--- src/rtl/alu_pkg.sv ---
// Shared ALU definitions: flag bit positions, data width and the stored
// result entry (flags in the top nibble, Z below).
package alu_pkg;

  localparam int DATA_W     = 32;
  localparam int FLAG_W     = 4;
  localparam int ENTRY_W    = DATA_W + FLAG_W;

  localparam int FLAG_OVF   = 0;
  localparam int FLAG_CARRY = 1;
  localparam int FLAG_ZERO  = 2;

  typedef struct packed {
    logic [FLAG_W-1:0] flags;
    logic [DATA_W-1:0] z;
  } alu_entry_t;

endpackage

--- src/rtl/alu_fifo_mem.sv ---
// DEPTH x 36-bit result storage: one synchronous write port and one
// asynchronous read port. Contents are intentionally not reset.
module alu_fifo_mem
  import alu_pkg::*;
#(
  parameter int DEPTH = 4,
  localparam int AW   = $clog2(DEPTH)
) (
  input  logic          clk,
  input  logic          we,
  input  logic [AW-1:0] waddr,
  input  alu_entry_t    wdata,
  input  logic [AW-1:0] raddr,
  output alu_entry_t    rdata
);

  alu_entry_t mem [DEPTH];

  always_ff @(posedge clk) begin
    if (we) mem[waddr] <= wdata;
  end

  assign rdata = mem[raddr];

endmodule

--- src/rtl/alu_result_fifo.sv ---
// Result FIFO behind the ALU: queues {flags, z} pairs, keeps sticky
// overflow/carry bits and a saturating count of accepted results.
module alu_result_fifo
  import alu_pkg::*;
#(
  parameter int DEPTH = 4,
  parameter int CNT_W = 16
) (
  input  logic              clk,
  input  logic              rst_n,
  input  logic              in_valid,
  input  logic [DATA_W-1:0] in_z,
  input  logic [FLAG_W-1:0] in_flags,
  output logic              in_ready,
  output logic              out_valid,
  input  logic              out_ready,
  output logic [DATA_W-1:0] out_z,
  output logic [FLAG_W-1:0] out_flags,
  input  logic              clr_sticky,
  output logic              sticky_ovf,
  output logic              sticky_carry,
  output logic [CNT_W-1:0]  result_count
);

  localparam int          AW       = $clog2(DEPTH);
  localparam logic [AW:0] FULL_CNT = (AW+1)'(DEPTH);

  logic [AW-1:0] wr_ptr;
  logic [AW-1:0] rd_ptr;
  logic [AW:0]   count;
  logic          push;
  logic          pop;
  alu_entry_t    wr_entry;
  alu_entry_t    rd_entry;

  // Handshake: a transfer happens on a rising edge where valid and ready are
  // both 1; ready never looks at valid, so when full a same-cycle pop does
  // not open a slot for the incoming result.
  assign in_ready  = (count != FULL_CNT);
  assign out_valid = (count != '0);
  assign push      = in_valid & in_ready;
  assign pop       = out_valid & out_ready;

  assign wr_entry  = '{flags: in_flags, z: in_z};

  alu_fifo_mem #(.DEPTH(DEPTH)) u_mem (
    .clk   (clk),
    .we    (push),
    .waddr (wr_ptr),
    .wdata (wr_entry),
    .raddr (rd_ptr),
    .rdata (rd_entry)
  );

  assign out_z     = rd_entry.z;
  assign out_flags = rd_entry.flags;

  always_ff @(posedge clk or negedge rst_n) begin
    if (!rst_n) begin
      wr_ptr <= '0;
      rd_ptr <= '0;
      count  <= '0;
    end else begin
      if (push) wr_ptr <= wr_ptr + AW'(1);
      if (pop)  rd_ptr <= rd_ptr + AW'(1);
      case ({push, pop})
        2'b10:   count <= count + (AW+1)'(1);
        2'b01:   count <= count - (AW+1)'(1);
        default: count <= count;
      endcase
    end
  end

  // A setting push in the same cycle as clr_sticky keeps the bit set.
  always_ff @(posedge clk or negedge rst_n) begin
    if (!rst_n) begin
      sticky_ovf   <= 1'b0;
      sticky_carry <= 1'b0;
      result_count <= '0;
    end else begin
      if (push && in_flags[FLAG_OVF])        sticky_ovf <= 1'b1;
      else if (clr_sticky)                   sticky_ovf <= 1'b0;
      if (push && in_flags[FLAG_CARRY])      sticky_carry <= 1'b1;
      else if (clr_sticky)                   sticky_carry <= 1'b0;
      if (push && (result_count != '1))      result_count <= result_count + CNT_W'(1);
    end
  end

endmodule

--- config.mk ---
export PLATFORM = sky130hd
export DESIGN_NAME = alu_result_fifo
export DESIGN_NICKNAME = d
export VERILOG_FILES = /design/src/rtl/alu_pkg.sv /design/src/rtl/alu_fifo_mem.sv /design/src/rtl/alu_result_fifo.sv
export SDC_FILE = /design/constraint.sdc
export NUM_CORES = 1
export LEC_CHECK = 0
export BUFFER_PORTS_ARGS = -buffer_cell sky130_fd_sc_hd__buf_4
export CAP_MARGIN = 20
export CORE_ASPECT_RATIO = 0.6
export CORE_MARGIN = 2
export CORE_UTILIZATION = 39
export DETAILED_ROUTE_END_ITERATION = 8
export PLACE_DENSITY = 0.64
export SLEW_MARGIN = 15
export SYNTH_ARGS = -nofsm -noshare
export SYNTH_HDL_FRONTEND = slang
export SYNTH_SLANG_ARGS = --single-unit
--- constraint.sdc ---
create_clock -name clk -period 2.4 [get_ports clk]
set_input_delay 0.36 -clock clk [delete_from_list [all_inputs] [get_ports clk]]
set_output_delay 0.36 -clock clk [all_outputs]
set_load 0.01 [all_outputs]
---- After elaboration in Yosys (flattened, before gate mapping) ----
Memories as Yosys holds them, arrays and structs flattened.
Cells that the tools add are included.
word-level totals
  bits in read-only memories .............. 0
  word-level logic and storage cells ...... 31
  output and inout bits ................... 56
  bits in latches ......................... 0
  register bits ........................... 25
  RAM bits ................................ 144
  memories kept ........................... 1
  bits of input ports ..................... 41
cells by class
  $mul .................................... 0
  multiplexer cells ....................... 6
  reductions and logical operators ........ 7
  magnitude comparators ................... 0
  eq/ne operators ......................... 4
  bitwise operators ....................... 2
  add/sub/neg operators ................... 5
  div/mod/pow operators ................... 0
  shift-type cells ........................ 0
memory list
  memory     depth  bits a word  read ports  clocked after Yosys merged registers in  wr ports  RTL line            source
  u_mem.mem  4      36           1           0                                        1         alu_fifo_mem.sv:17  alu_entry_t mem [DEPTH];
operator list
  kind                     count
  $add A16 B1 Y16 const B  1
  $ne A16 B16 Y1 const B   1
  $pmux W3 S2              1
  $reduce_bool A2 Y1       3
  $mux W1                  5
  $add A2 B1 Y2 const B    2
  $add A3 B1 Y3 const B    1
  $logic_and A1 B1 Y1      3
  $ne A3 B3 Y1 const B     1
  $reduce_bool A3 Y1       1
  $sub A3 B1 Y3 const B    1
  $and A1 B1 Y1            2
  $eq A2 B1 Y1 const B     1
  $eq A2 B2 Y1 const B     1

---- Logic depth before layout (Yosys ltp) ----
  depth after elaboration ................. 4
  mapped depth ............................ 12
  gate-level depth less buffers ........... 9

---- Hierarchy ----
Synthesis repeated with hierarchy kept, for this count alone.
unflattened totals
  cells, all modules ...................... 298
  area, all modules ....................... 6512.5 sq um
modules (own cells, without submodules)
  module           cells an instance  area an instance (sq um)  instances  seq. area each (sq um)
  alu_fifo_mem     192                5280.1                    1          4324.1
  alu_result_fifo  106                1232.4                    1          625.6

---- Worst setup path after synthesis ----
No wires, ideal clock.
  kind .................................... register to register
  start ................................... register count[0]
  end ..................................... register count[2]
  clock period less this slack ............ 2.372 ns
  setup time .............................. 0.079 ns
  data required time ...................... 2.321 ns
  setup slack ............................. 0.028 ns
  arrival ................................. 2.292 ns
  stages on the path, launching flop included .. 13
  buffers on the path ..................... 3
  cell sequence ........................... dfrtp_1 -> or3b_1 -> buf_6 -> and2_4 -> buf_6 -> inv_6 -> buf_12 -> ha_1 -> inv_1 -> fa_1 -> xor2_1 -> nor2_1 -> xor2_1
between the ends
  cells in the longest elaborated chain, start to end .. 4
  elaborated cells on any way between the ends .. 10
  those cells by class .................... 2 x add/sub; 3 x eq/ne; 1 x mux; 2 x bitwise; 2 x reduce/logical
RTL lines
  what                                                      RTL line               source
  start: declaration                                        alu_result_fifo.sv:30  logic [AW:0] count;
  start signal: assignment                                  alu_result_fifo.sv:67  2'b10: count <= count + (AW+1)'(1);
  start signal: assignment                                  alu_result_fifo.sv:68  2'b01: count <= count - (AW+1)'(1);
  start signal: assignment                                  alu_result_fifo.sv:69  default: count <= count;
  $ne A3 B3 Y1 *                                            alu_result_fifo.sv:39  assign in_ready = (count != FULL_CNT);
  net in_ready                                              alu_result_fifo.sv:14  output logic in_ready,
  $and A1 B1 Y1 *                                           alu_result_fifo.sv:41  assign push = in_valid & in_ready;
  $eq A2 B1 Y1 / $eq A2 B2 Y1 (equally long branches)       alu_result_fifo.sv:66  case ({push, pop})
  $pmux W3 S2 / $reduce_bool A2 Y1 (equally long branches)  n/a
Mark *: on every way through the listed nets, which the timed path passes. The rest lies on a longest branch.
A chain may end at the register's enable or synchronous reset.

---- Worst setup path after layout ----
  start ................................... register count[0]
  end ..................................... register count[2]
between the ends
  cells in the longest elaborated chain, start to end .. 4
  elaborated cells on any way between the ends .. 10
  those cells by class .................... 2 x add/sub; 3 x eq/ne; 1 x mux; 2 x bitwise; 2 x reduce/logical
RTL lines
  what                                                       RTL line
  $ne A3 B3 Y1 / $reduce_bool A3 Y1 (equally long branches)  alu_result_fifo.sv:39, alu_result_fifo.sv:40
  $and A1 B1 Y1 (on tied branches)                           alu_result_fifo.sv:41, alu_result_fifo.sv:42
  $eq A2 B1 Y1 / $eq A2 B2 Y1 (equally long branches)        alu_result_fifo.sv:66
  $pmux W3 S2 / $reduce_bool A2 Y1 (equally long branches)   n/a
Parallel ways exist; a longest one is shown, timed or not.

==> summary.txt <==
# clock sinks: 169
commonest non-fill, non-tap cell in the layout: edfxtp_1
Worst Hold Path EP: u_mem.mem[3][24]
CTS tree: yes
switching part of the total: 30.19%
initial antenna violation count: 0
Routed wire per std cell: 18.26 µm
Max VDD drop: 592.1 µV
HP Start: in_z[24]
Async SR Flop Fraction: 14.79%
Worst Path Arrival: 2570 ps
most frequent cells in the layout: edfxtp_1, buf_4, mux4_2
DR DRC count: 0
Final Util: 50.32%
Clock Latency Late Sink: 420 ps
Power Density: 1193 nW/µm²
Max Freq: 0.4488 GHz
hold crit path type: in -> reg
flop-to-flop setup slack: 170 ps
Main synth FF type: edfxtp_1
Max-Slew Margin vs Limit: 67.85%
top cell type's share of synthesized area: 66.13%
count of final hold-check violations: 0
Synth Area per Inst: 21.30 µm²
hold path depth: 1
Slew @ Worst Pin: 478.6 ps
cell taking the most area after synthesis: edfxtp_1
#FFs+latches synth: 169
global-route total usage across every layer: 14.47%
CP Max Fanout: 7
Die Area: 17850 µm²
min Tclk post-route: 2228 ps
Synth area leaders: edfxtp_1, mux4_2, dfrtp_1
Final Skew: 14.63 ps
max-slew violations: 0
DRT Pass-1 Iters: 5
grt total ovfl: 0
sequential share of power: 42.1%
Comb pwr share: 31.2%
cell count after synthesis: 307
largest net degree at the start of global routing: 37
static leakage: 3.058 nW
# setup viols final: 0
Final Net Count: 469
Startpoint Class: flip-flop
Sw Pwr: 2.954 mW
first-pass GRT wire length: 19050 µm
register area share after synthesis: 75.70%
reg2reg end: count[2]
Pint: 6.832 mW
htree depth: 4
critical path required time: 2740 ps
clk root buf: clkbuf_16
initial drt markers: 158
DPL Wire Length: 7564 µm
mapped cell area: 6539 µm²
vias per std cell: 4.853
DRT antenna net count: 0
layout cells sized above 1: 43.55%
diodes inserted: 0
r2r worst-path depth: 9
area grow syn2layout: 25.49%
max-cap viol count: 0
clock power share: 26.6%
RSZ-0062 raised after global routing: false
cts bufs inserted: 17
cell mode on critical path: xor2_1
Yosys cell types: 33
yosys warns: 0
clk slew on worst S/H paths: 70 ps
clock buffer depth: 2
CP cell instances: or3b_4 > and2_4 > inv_6 > ha_1 > inv_1 > fa_1 > xor2_1 > nor2_1 > xor2_1
Crit Path Class: reg -> reg
I/O Buffers: 96
setup TNS: 0 ps
critical path capture point type: flip-flop
vias in the first global route: 3459
I/O pin count: 97
Vias: 3213
core area: 16310 µm²
Final GP Congestion: 0.7670
WL final: 12090 µm
R2R Path Start: count[0]
site row count: 36
Die H: 104.3 µm
synthesized net count: 355
initial core utilization: 40.10%
outcome: complete, no violations
CP peak stage delay: 430 ps
fin crit share: 92.85%
die width: 171.2 µm
CP max stage cell: or3b_4
Post-synth EDFFs: 144
-- registers in the layout (all words and copies together) (netlist names) --
name          cells
u_mem.mem       144
result_count     16
count             3
rd_ptr            2
wr_ptr            2
sticky_carry      1
sticky_ovf        1
-- power groups by stage --
stage	Clock, mW	Combinational, mW	Sequential (mW)
4_1_cts	2.68	3.14	4.13
6_report	2.61	3.06	4.12
5_1_grt	2.81	3.33	4.19
3_5_place_dp	0	3.12	4.19
3_3_place_gp	0	3.09	4.15
2_1_floorplan	0	1.78	4.10
-- stage by stage --
stage / hold WS, ps / cell area (µm²) / setup WS [ps] / cells / power, mW
4_1_cts: 115.9 / 8203 / 108.4 / 662 / 9.951
2_1_floorplan: 64.41 / 6539 / 28.35 / 307 / 5.877
5_1_grt: 115.7 / 8205 / 15.89 / 662 / 10.33
3_5_place_dp: 287.2 / 7621 / 109.5 / 629 / 7.312
6_report: 136.5 / 8205 / 171.6 / 662 / 9.786
3_3_place_gp: 283.4 / 7621 / 216.7 / 629 / 7.245
-- final cells by class --
class | instances | area (µm²)
Timing Repair Buffer | 107 | 880.8
Sequential cell | 169 | 4952
Inverter | 8 | 35.03
Clock inverter | 15 | 146.4
Tap cell | 228 | 285.3
Clock buffer | 17 | 425.4
Multi-Input combinational cell | 118 | 1480
Fill cell | 1349 | 8100
-- worst max-delay path, delay by kind of cell (launching register included) --
kind                       cells  cell delay (ps)
DFF                            1              420
xor gates and xnor gates       2              310
buffers and inverters          2              110
adders and majority gates      2              540
and+or+nand+nor                3              780
-- layer usage --
metal  global-route usage (%)  part of all wire [%]  vias up
li1                         -                     -     1469
met1                    19.86                    47     1660
met2                    21.75                    46       80
met3                    5.061                   6.3        4
met4                    4.540                  0.42        0
met5                        0                     0        -
-- logic make-up (layout without fill, tap and decap cells) --
group	after synthesis	in the layout	share of synthesized area, %
AO/OA/AOI/OAI	3	3	0.2296
XOR/XNOR	21	21	2.813
adder cells (fa/ha/maj)	7	7	1.454
buffers and inverters	20	147	1.780
flip-flops	169	169	75.70
multiplexers	38	38	12.78
AND/OR/NAND/NOR	49	49	5.243
-- Yosys cell counts (3+ instances only) --
cell and number:
xnor2_1 3, nand3_1 7, xor2_1 18, nor4_4 3
and3_1 7, nor3_1 8, o21ai_0 3, mux4_2 36
nand4_1 4, inv_1 7, nand2_1 7, edfxtp_1 144
buf_2 4, dfrtp_1 25, clkbuf_1 4, ha_1 6
nor2_1 3
-- worst max path at each step --
stage | start | endpoint | slack [ps]
floorplan | count[0] | count[2] | 30
global placement | count[0] | count[2] | 220
detailed placement | count[0] | count[2] | 110
CTS | count[0] | count[2] | 110
global route | count[0] | count[2] | 20
finish | count[0] | count[2] | 170
-- what timing repair did --
| item | 4_1_cts | 5_1_grt |
|---|---|---|
| resized for setup | 0 | 1 |
| setup endpoints to repair | 0 | 1 |
| buffers inserted | 0 | 0 |
| hold endpoints to repair | 25 | 0 |
| hold buffers | 1 | 0 |
Power figures use the tool's default switching activity.
